**config.mk**
```make
export PLATFORM = sky130hd
export DESIGN_NAME = dmem_responder_flat
export DESIGN_NICKNAME = d
export VERILOG_FILES = /design/src/rtl/dmem_responder_pkg.sv /design/src/rtl/dmem_responder_if.sv /design/src/rtl/dmem_lane.sv /design/src/rtl/dmem_responder.sv /design/src/flat_wrapper.sv
export SDC_FILE = /design/constraint.sdc
export NUM_CORES = 1
export LEC_CHECK = 0
export CORE_MARGIN = 8
export CORE_UTILIZATION = 35
export DETAILED_ROUTE_END_ITERATION = 7
export GPL_TIMING_DRIVEN = 0
export RECOVER_POWER = 25
export SLEW_MARGIN = 30
export SYNTH_ARGS = -nofsm -noshare
export SYNTH_HDL_FRONTEND = slang
export SYNTH_SLANG_ARGS = --single-unit
```
**constraint.sdc**
```tcl
create_clock -name clk -period 5.6 [get_ports clk]
set_clock_uncertainty 0.2 [all_clocks]
set_input_delay 0.84 -clock clk [delete_from_list [all_inputs] [get_ports clk]]
set_output_delay 0.84 -clock clk [all_outputs]
set_load 0.01 [all_outputs]
```
**src/rtl/dmem_responder_pkg.sv**
```systemverilog
// Shared types for the data-memory responder.
// Contents: FSM state encoding, access-size codes, the latched request
// record (control_t), and a helper that flags illegal mode encodings.
package dmem_responder_pkg;

  // FSM state encoding
  typedef logic [1:0] state_t;
  localparam state_t StIdle = 2'd0;
  localparam state_t StBusy = 2'd1;
  localparam state_t StDone = 2'd2;

  // Access size, taken from mode[1:0]; mode[2] is the unsigned flag
  typedef logic [1:0] size_t;
  localparam size_t SizeByte = 2'b00;
  localparam size_t SizeHalf = 2'b01;
  localparam size_t SizeWord = 2'b10;

  // Read result returned when the backend never acknowledges
  localparam logic [31:0] TimeoutData = 32'hDEADBEEF;

  // Request as latched on the capture edge. wdata and be are already in
  // backend lane format so they stay constant for the whole access.
  typedef struct packed {
    logic [31:0] addr;
    logic [31:0] wdata;
    logic [3:0]  be;
    logic [2:0]  mode;
    logic        we;
    logic        both;  // read and write enables were both set
  } control_t;

  // 011 and 11x have no defined access size
  function automatic logic mode_illegal(logic [2:0] mode);
    return (mode[1:0] == 2'b11) || (mode == 3'b110);
  endfunction

endpackage

```
**src/rtl/dmem_responder_if.sv**
```systemverilog
// Bus bundle between the core/backend environment and the responder.
// Core side : dmem_address, dmem_enable, dmem_write_data, dmem_write_enable,
//             dmem_write_mode, dmem_read_enable, dmem_read_mode (requests);
//             dmem_read_data, dmem_wait (responses).
// Backend   : mem_req, mem_we, mem_addr (word address), mem_wdata, mem_be
//             (outputs of the responder); mem_ack, mem_rdata (inputs).
// Status    : access_fault.
// Modports  : master = the environment driving core requests and backend
//             replies; slave = the responder itself.
interface dmem_responder_if;
  logic [31:0] dmem_address;
  logic        dmem_enable;
  logic [31:0] dmem_write_data;
  logic        dmem_write_enable;
  logic [2:0]  dmem_write_mode;
  logic        dmem_read_enable;
  logic [2:0]  dmem_read_mode;
  logic [31:0] dmem_read_data;
  logic        dmem_wait;

  logic        mem_req;
  logic        mem_we;
  logic [29:0] mem_addr;
  logic [31:0] mem_wdata;
  logic [3:0]  mem_be;
  logic        mem_ack;
  logic [31:0] mem_rdata;

  logic        access_fault;

  modport master (
    output dmem_address, dmem_enable, dmem_write_data, dmem_write_enable,
           dmem_write_mode, dmem_read_enable, dmem_read_mode, mem_ack, mem_rdata,
    input  dmem_read_data, dmem_wait, mem_req, mem_we, mem_addr, mem_wdata, mem_be,
           access_fault
  );

  modport slave (
    input  dmem_address, dmem_enable, dmem_write_data, dmem_write_enable,
           dmem_write_mode, dmem_read_enable, dmem_read_mode, mem_ack, mem_rdata,
    output dmem_read_data, dmem_wait, mem_req, mem_we, mem_addr, mem_wdata, mem_be,
           access_fault
  );
endinterface

```
**src/rtl/dmem_lane.sv**
```systemverilog
// Combinational lane logic for a single access.
// Inputs : addr (byte offset within word), mode, store_data (core write data),
//          load_raw (backend read word).
// Outputs: byte_en (backend byte enables), store_lanes (write data replicated
//          across lanes), load_data (LSB-aligned, zero-filled read value),
//          fault (misaligned or illegal mode).
module dmem_lane
  import dmem_responder_pkg::*;
(
  input  logic [1:0]  addr,
  input  logic [2:0]  mode,
  input  logic [31:0] store_data,
  input  logic [31:0] load_raw,
  output logic [3:0]  byte_en,
  output logic [31:0] store_lanes,
  output logic [31:0] load_data,
  output logic        fault
);

  size_t       size;
  logic [31:0] shifted;

  assign size    = mode[1:0];
  assign shifted = load_raw >> {addr, 3'b000};

  // Sign extension is the core's job, so mode[2] only matters for legality
  always_comb begin
    byte_en     = '0;
    store_lanes = store_data;
    load_data   = shifted;
    fault       = 1'b0;
    case (size)
      SizeByte: begin
        byte_en     = 4'b0001 << addr;
        store_lanes = {4{store_data[7:0]}};
        load_data   = {24'h0, shifted[7:0]};
      end
      SizeHalf: begin
        byte_en     = 4'b0011 << {addr[1], 1'b0};
        store_lanes = {2{store_data[15:0]}};
        load_data   = {16'h0, shifted[15:0]};
        fault       = addr[0];
      end
      SizeWord: begin
        byte_en = 4'b1111;
        fault   = (addr != 2'b00);
      end
      default: fault = 1'b1;
    endcase
    if (mode_illegal(mode)) begin
      fault   = 1'b1;
      byte_en = '0;
    end
  end

endmodule

```
**src/rtl/dmem_responder.sv**
```systemverilog
// Data-memory responder: accepts one core load/store at a time, drives a
// single-beat backend request until acknowledged or timed out, and returns
// formatted read data.
// Ports: clk (rising-edge clock), reset (synchronous, active high),
//        bus (slave view of dmem_responder_if: core request/response,
//        backend request/reply and access_fault).
// Parameter: TIMEOUT_CYCLES = BUSY cycles without ack before the access is
//            aborted (1..65535).
module dmem_responder
  import dmem_responder_pkg::*;
#(
  parameter int unsigned TIMEOUT_CYCLES = 255
) (
  input  logic             clk,
  input  logic             reset,
  dmem_responder_if.slave  bus
);

  localparam logic [15:0] TimeoutLast = 16'(TIMEOUT_CYCLES - 1);

  state_t      state_q, state_d;
  control_t    req_q, req_d;
  logic [15:0] cnt_q, cnt_d;
  logic        fault_q, fault_d;
  logic [31:0] rdata_q, rdata_d;

  logic        busy;
  logic        cap_valid;
  logic [2:0]  cap_mode;
  logic [1:0]  lane_addr;
  logic [2:0]  lane_mode;
  logic [3:0]  lane_be;
  logic [31:0] lane_wdata;
  logic [31:0] lane_load;
  logic        lane_fault;

  assign busy      = (state_q == StBusy);
  assign cap_valid = bus.dmem_enable & (bus.dmem_read_enable | bus.dmem_write_enable);
  // A request with both enables set is a write
  assign cap_mode  = bus.dmem_write_enable ? bus.dmem_write_mode : bus.dmem_read_mode;

  // Outside BUSY the lane logic looks at the live request (capture decode);
  // inside BUSY it looks at the latched request (read formatting).
  assign lane_addr = busy ? req_q.addr[1:0] : bus.dmem_address[1:0];
  assign lane_mode = busy ? req_q.mode      : cap_mode;

  dmem_lane u_lane (
    .addr        (lane_addr),
    .mode        (lane_mode),
    .store_data  (bus.dmem_write_data),
    .load_raw    (bus.mem_rdata),
    .byte_en     (lane_be),
    .store_lanes (lane_wdata),
    .load_data   (lane_load),
    .fault       (lane_fault)
  );

  always_comb begin
    state_d = state_q;
    req_d   = req_q;
    cnt_d   = cnt_q;
    fault_d = 1'b0;
    rdata_d = rdata_q;
    case (state_q)
      StIdle, StDone: begin
        state_d = StIdle;
        if (cap_valid) begin
          req_d.addr  = bus.dmem_address;
          req_d.wdata = lane_wdata;
          req_d.be    = lane_be;
          req_d.mode  = cap_mode;
          req_d.we    = bus.dmem_write_enable;
          req_d.both  = bus.dmem_write_enable & bus.dmem_read_enable;
          cnt_d       = '0;
          if (lane_fault) begin
            // Bad accesses never reach the backend
            state_d = StDone;
            fault_d = 1'b1;
            rdata_d = '0;
          end else begin
            state_d = StBusy;
          end
        end
      end
      StBusy: begin
        // Ack is checked first so it wins over a simultaneous timeout
        if (bus.mem_ack) begin
          state_d = StDone;
          if (!req_q.we) begin
            rdata_d = lane_load;
          end else if (req_q.both) begin
            rdata_d = '0;
          end
        end else if (cnt_q == TimeoutLast) begin
          state_d = StDone;
          fault_d = 1'b1;
          if (!req_q.we) begin
            rdata_d = TimeoutData;
          end else if (req_q.both) begin
            rdata_d = '0;
          end
        end else begin
          cnt_d = cnt_q + 16'd1;
        end
      end
      default: state_d = StIdle;
    endcase
  end

  always_ff @(posedge clk) begin
    if (reset) begin
      state_q <= StIdle;
      req_q   <= '0;
      cnt_q   <= '0;
      fault_q <= 1'b0;
      rdata_q <= '0;
    end else begin
      state_q <= state_d;
      req_q   <= req_d;
      cnt_q   <= cnt_d;
      fault_q <= fault_d;
      rdata_q <= rdata_d;
    end
  end

  assign bus.mem_req        = busy;
  assign bus.dmem_wait      = busy;
  assign bus.mem_we         = req_q.we;
  assign bus.mem_addr       = req_q.addr[31:2];
  assign bus.mem_wdata      = req_q.wdata;
  assign bus.mem_be         = req_q.be;
  assign bus.access_fault   = fault_q;
  assign bus.dmem_read_data = rdata_q;

endmodule

```
**src/flat_wrapper.sv**
```systemverilog
// flat-port wrapper written by rule: the top's interface ports become plain ports
module dmem_responder_flat import dmem_responder_pkg::*;
#(
  parameter int unsigned TIMEOUT_CYCLES = 255
)
  (clk, reset, bus_dmem_address, bus_dmem_enable, bus_dmem_write_data, bus_dmem_write_enable, bus_dmem_write_mode, bus_dmem_read_enable, bus_dmem_read_mode, bus_mem_ack, bus_mem_rdata, bus_dmem_read_data, bus_dmem_wait, bus_mem_req, bus_mem_we, bus_mem_addr, bus_mem_wdata, bus_mem_be, bus_access_fault);
  dmem_responder_if bus_i ();
  input  logic clk;
  input  logic reset;
  input wire logic [$bits(bus_i.dmem_address)-1:0] bus_dmem_address;
  input wire logic [$bits(bus_i.dmem_enable)-1:0] bus_dmem_enable;
  input wire logic [$bits(bus_i.dmem_write_data)-1:0] bus_dmem_write_data;
  input wire logic [$bits(bus_i.dmem_write_enable)-1:0] bus_dmem_write_enable;
  input wire logic [$bits(bus_i.dmem_write_mode)-1:0] bus_dmem_write_mode;
  input wire logic [$bits(bus_i.dmem_read_enable)-1:0] bus_dmem_read_enable;
  input wire logic [$bits(bus_i.dmem_read_mode)-1:0] bus_dmem_read_mode;
  input wire logic [$bits(bus_i.mem_ack)-1:0] bus_mem_ack;
  input wire logic [$bits(bus_i.mem_rdata)-1:0] bus_mem_rdata;
  output wire logic [$bits(bus_i.dmem_read_data)-1:0] bus_dmem_read_data;
  output wire logic [$bits(bus_i.dmem_wait)-1:0] bus_dmem_wait;
  output wire logic [$bits(bus_i.mem_req)-1:0] bus_mem_req;
  output wire logic [$bits(bus_i.mem_we)-1:0] bus_mem_we;
  output wire logic [$bits(bus_i.mem_addr)-1:0] bus_mem_addr;
  output wire logic [$bits(bus_i.mem_wdata)-1:0] bus_mem_wdata;
  output wire logic [$bits(bus_i.mem_be)-1:0] bus_mem_be;
  output wire logic [$bits(bus_i.access_fault)-1:0] bus_access_fault;
  assign bus_i.dmem_address = bus_dmem_address;
  assign bus_i.dmem_enable = bus_dmem_enable;
  assign bus_i.dmem_write_data = bus_dmem_write_data;
  assign bus_i.dmem_write_enable = bus_dmem_write_enable;
  assign bus_i.dmem_write_mode = bus_dmem_write_mode;
  assign bus_i.dmem_read_enable = bus_dmem_read_enable;
  assign bus_i.dmem_read_mode = bus_dmem_read_mode;
  assign bus_i.mem_ack = bus_mem_ack;
  assign bus_i.mem_rdata = bus_mem_rdata;
  assign bus_dmem_read_data = bus_i.dmem_read_data;
  assign bus_dmem_wait = bus_i.dmem_wait;
  assign bus_mem_req = bus_i.mem_req;
  assign bus_mem_we = bus_i.mem_we;
  assign bus_mem_addr = bus_i.mem_addr;
  assign bus_mem_wdata = bus_i.mem_wdata;
  assign bus_mem_be = bus_i.mem_be;
  assign bus_access_fault = bus_i.access_fault;
  dmem_responder #(.TIMEOUT_CYCLES(TIMEOUT_CYCLES)) u_core (.clk(clk), .reset(reset), .bus(bus_i));
endmodule
```
==> run_results.csv <==
group,metric,value,unit
setup_path,reg2reg_from,"u_core.state_q[1]$_SDFFE_PP0P_",
floorplan,core-area,18000,um^2
grt,global_route.usage.total,19.2,%
yosys,syn-instance-count,772,
clock_tree,clock_path_buffers,2,
sta,finalHoldViolCount,0,
sta,setup_total_negative_slack,0,ns
sta,grt_setup_unrepaired,"no",
sta,timing.final.crit_share,55.5,%
clock_tree,path_clk_slew,0.06,ns
yosys,portion_of_the_post_synthesis_area_used_by_sequential_elements,38.7,%
grt,maximum_number_of_pins_on_one_net_before_global_route_repair,17,
clock_tree,cts.hold.buffers_added,0,
yosys,synth_top_cells_by_area,"dfxtp_1, buf_4, nand2_1",
placed_design,gp_weighted_congestion,0.851,
yosys,fraction_of_the_mapped_netlist_area_in_adder_cells,0.390,%
yosys,synth-edff-count,0,
yosys,avgSynthCellArea,8.31,um^2
power,power.switching_fraction,27.8,%
yosys,most_common_flop_cell_mapped_by_yosys,"dfxtp_1",
flow_run,cap_violations,0,
floorplan,row_count,49,
floorplan,die_width,151,um
layout,post_layout_nonfiller_instances,1240,
grt,first_global_vias,6001,
drt,antenna_violating_nets_left,0,
floorplan,floorplan.initialDensity,35.7,%
placed_design,placedInstanceArea,8770,um^2
yosys,ys_top_cells_by_count,"dfxtp_1, nand2_1, nor2_1",
drt,drt_first_iter_violations,402,
floorplan,die_area,22900,um^2
setup_path,required_time_of_the_critical_path,4.56,ns
power,p_sw,0.740,mW
yosys,synth-async-reset-ratio,0,%
sta,post-route-min-period,3.11,ns
power,cellLeakagePower,3.87,nW
drt,avgRoutedWirePerCell,18.1,um
drt,drt_wl_total,22.5,mm
power,seq_power_share,36.1,%
status,outcome,"finished, final reports clean",
setup_path,cp-end-kind,"primary output",
layout,synthToLayoutAreaGrowth,46.4,%
setup_path,path_max_fanout,9,
power,power_density,284,nW/um^2
yosys,syn_nets,882,
clock_tree,cts-root-buf,"clkbuf_16",
power,pwr-share-comb,20.3,%
yosys,yosys_warnings,0,
worst_hold_path,hp-start,"u_core.bus.mem_wdata[6]$_SDFFE_PP0P_",
drt,remaining_drc_errors,0,
clock_tree,cts_tree,"done",
clock_tree,clock_tree.htree_level_count,4,
grt,grt_remaining_overflow,0,
clock_tree,clock_insertion_delay_worst_skew,0.42,ns
yosys,post_synth_mux_area_share,9.03,%
floorplan,ios,210,
yosys,synth.ff_latch_count,124,
sta,achievable-frequency,322,MHz
yosys,combinational_family_with_the_most_area_after_synthesis,"simple AND/OR/NAND/NOR gates",
sta,timing.final.setup_violations,0,
placed_design,numPlacedInstances,1208,
yosys,post_synth_instance_area,6410,um^2
setup_path,startpoint_type,"flip-flop",
clock_tree,postCtsResizedCells,0,
sta,max-slew-margin-rel,54.0,%
layout,post_route_cells_drive_above_1_share,12.9,%
setup_path,startpoint_of_the_worst_setup_timing_path,"u_core.state_q[1]$_SDFFE_PP0P_",
yosys,post-synth-top-area-fraction,38.7,%
yosys,synth_top_cell_by_area,"dfxtp_1",
sta,timing.final.max_slew_violations,0,
setup_path,arrival,2.07,ns
power,design_power_total,2.67,mW
yosys,synth_xor_area_share,1.91,%
setup_path,worstSetupPathType,"flip-flop to primary output",
placed_design,numPortBuffers,207,
clock_tree,cts_post_setup_buffers_inserted,0,
power,vdd.ir_drop.worst,0.227,mV
floorplan,dieHeight,151,um
placed_design,dp_hpwl,17.2,mm
grt,grt_antenna_before_repair,0,
worst_hold_path,min_path_type,"flip-flop to flip-flop",
layout,num_antenna_cells,0,
clock_tree,tritoncts.num_buffers,17,
grt,grt_pass1_wl,33.8,mm
sta,max_slew.worst_pin.slew,0.691,ns
drt,dr_total_vias,6087,
yosys,synth.lib_cells_used.distinct,63,
yosys,synth_compound_gate_area_share,18.4,%
power,clock_power_share,43.7,%
drt,firstDrtPassIters,5,
layout,num-nets-final,1108,
power,internal-power,1.93,mW
yosys,synth-simple-area-share,19.8,%
layout,fin_area,9390,um^2
yosys,yosys.cell_count.top_type,"dfxtp_1",
clock_tree,cts.sinks,124,
drt,avgViaCountPerCell,4.91,
[final timing paths]
kind	endpoint	slack (ns)	cells after the start
setup / recovery	bus_mem_req	2.49	4
hold / removal	u_core.bus.mem_wdata[6]$_SDFFE_PP0P_	0.25	2
setup reg to reg	u_core.bus.dmem_read_data[10]$_SDFFE_PP0P_	2.63	8
hold reg to reg	u_core.bus.mem_wdata[6]$_SDFFE_PP0P_	0.25	2
[cells in the final DEF (no fill, tap or decap), types with 3 or more instances in the layout]
cell             netlist  layout
a21oi_1               64      64
dlygate4sd3_1          0      55
a21o_1                14      14
o21ai_0               15      15
dfxtp_1              124     124
a221o_1                9       9
nand2_1              120     120
a311oi_1               8       8
clkdlybuf4s50_1        0     152
buf_4                 68      68
xnor2_1               13      13
and2_1                 3       3
clkbuf_16              0      17
a211oi_1              18      18
clkinvlp_4             0       4
inv_6                  0       6
nand4_1                4       4
o31ai_1                3       3
buf_1                  5       5
buf_2                  7       7
nand2b_1              32      32
nor2b_1                5       5
nor4_1                13      13
or3_1                  3       3
nor2_1                74      74
o2bb2ai_1              3       3
a22o_1                10      10
mux2i_1               41      41
clkbuf_1              34      34
a221oi_1               5       5
bufinv_16              0       3
mux2_2                 9       9
a22oi_1                3       3
inv_1                 12      12
nor3_1                 5       5
nand3_1                6       6
[worst max-delay path, stage by stage, from the launching register on]
cell and delay [ns]:
dfxtp_1 0.36, nand2b_1 0.22, clkinv_1 0.35, buf_4 0.26
clkdlybuf4s50_1 0.47
[power by group through the flow]
stage | registers (mW) | logic (mW) | clock network, mW
floorplan | 0.977 | 0.291 | 0
global placement | 0.980 | 0.548 | 0
detailed placement | 0.981 | 0.548 | 0
CTS | 0.962 | 0.551 | 1.18
global route | 0.967 | 0.586 | 1.22
finish | 0.962 | 0.540 | 1.16
[through the flow]
step | util (%) | setup slack, ns | hold slack (ns)
finish | 52.3 | 2.49 | 0.254
global route | 52.3 | 2.35 | 0.270
CTS | 52.3 | 2.48 | 0.255
detailed placement | 48.8 | 2.09 | 0.247
global placement | 48.8 | 2.08 | 0.242
floorplan | - | 2.76 | 0.226
[logic make-up (layout without fill, tap and decap cells)]
group | Yosys count | in the layout
simple gates | 278 | 278
compound gates | 172 | 172
buf+inv | 129 | 368
flops | 124 | 124
mux | 53 | 53
xor+xnor | 14 | 14
fa+ha+maj | 2 | 2
[layout make-up]
| class | count | area [um^2] |
|---|---|---|
| Buffer | 116 | 708 |
| Sequential cell | 124 | 2480 |
| Clock buffer | 18 | 439 |
| Fill cell | 1716 | 8570 |
| Multi-Input combinational cell | 519 | 3180 |
| Tap cell | 229 | 287 |
| Inverter | 13 | 48.8 |
| Clock inverter | 14 | 181 |
| Timing Repair Buffer | 207 | 2070 |
[registers in the layout, indices dropped and copies added, names as in the netlist]
| name | cells |
|---|---|
| u_core.req_q | 6 |
| u_core.bus.access_fault | 1 |
| u_core.bus.mem_addr | 30 |
| u_core.bus.mem_wdata | 32 |
| u_core.cnt_q | 16 |
| u_core.bus.mem_be | 4 |
| u_core.bus.dmem_read_data | 32 |
| u_core.state_q | 2 |
| u_core.bus.mem_we | 1 |
[per-layer routing]
metal	vias up	global-route usage, %	share of wire [%]
met2	179	31.5	48
met5	-	0	0
met1	2797	24.0	45
met3	22	4.84	6.3
met4	0	6.63	1.6
li1	3089	-	-
Note: power is estimated with default switching activity, not from simulation.
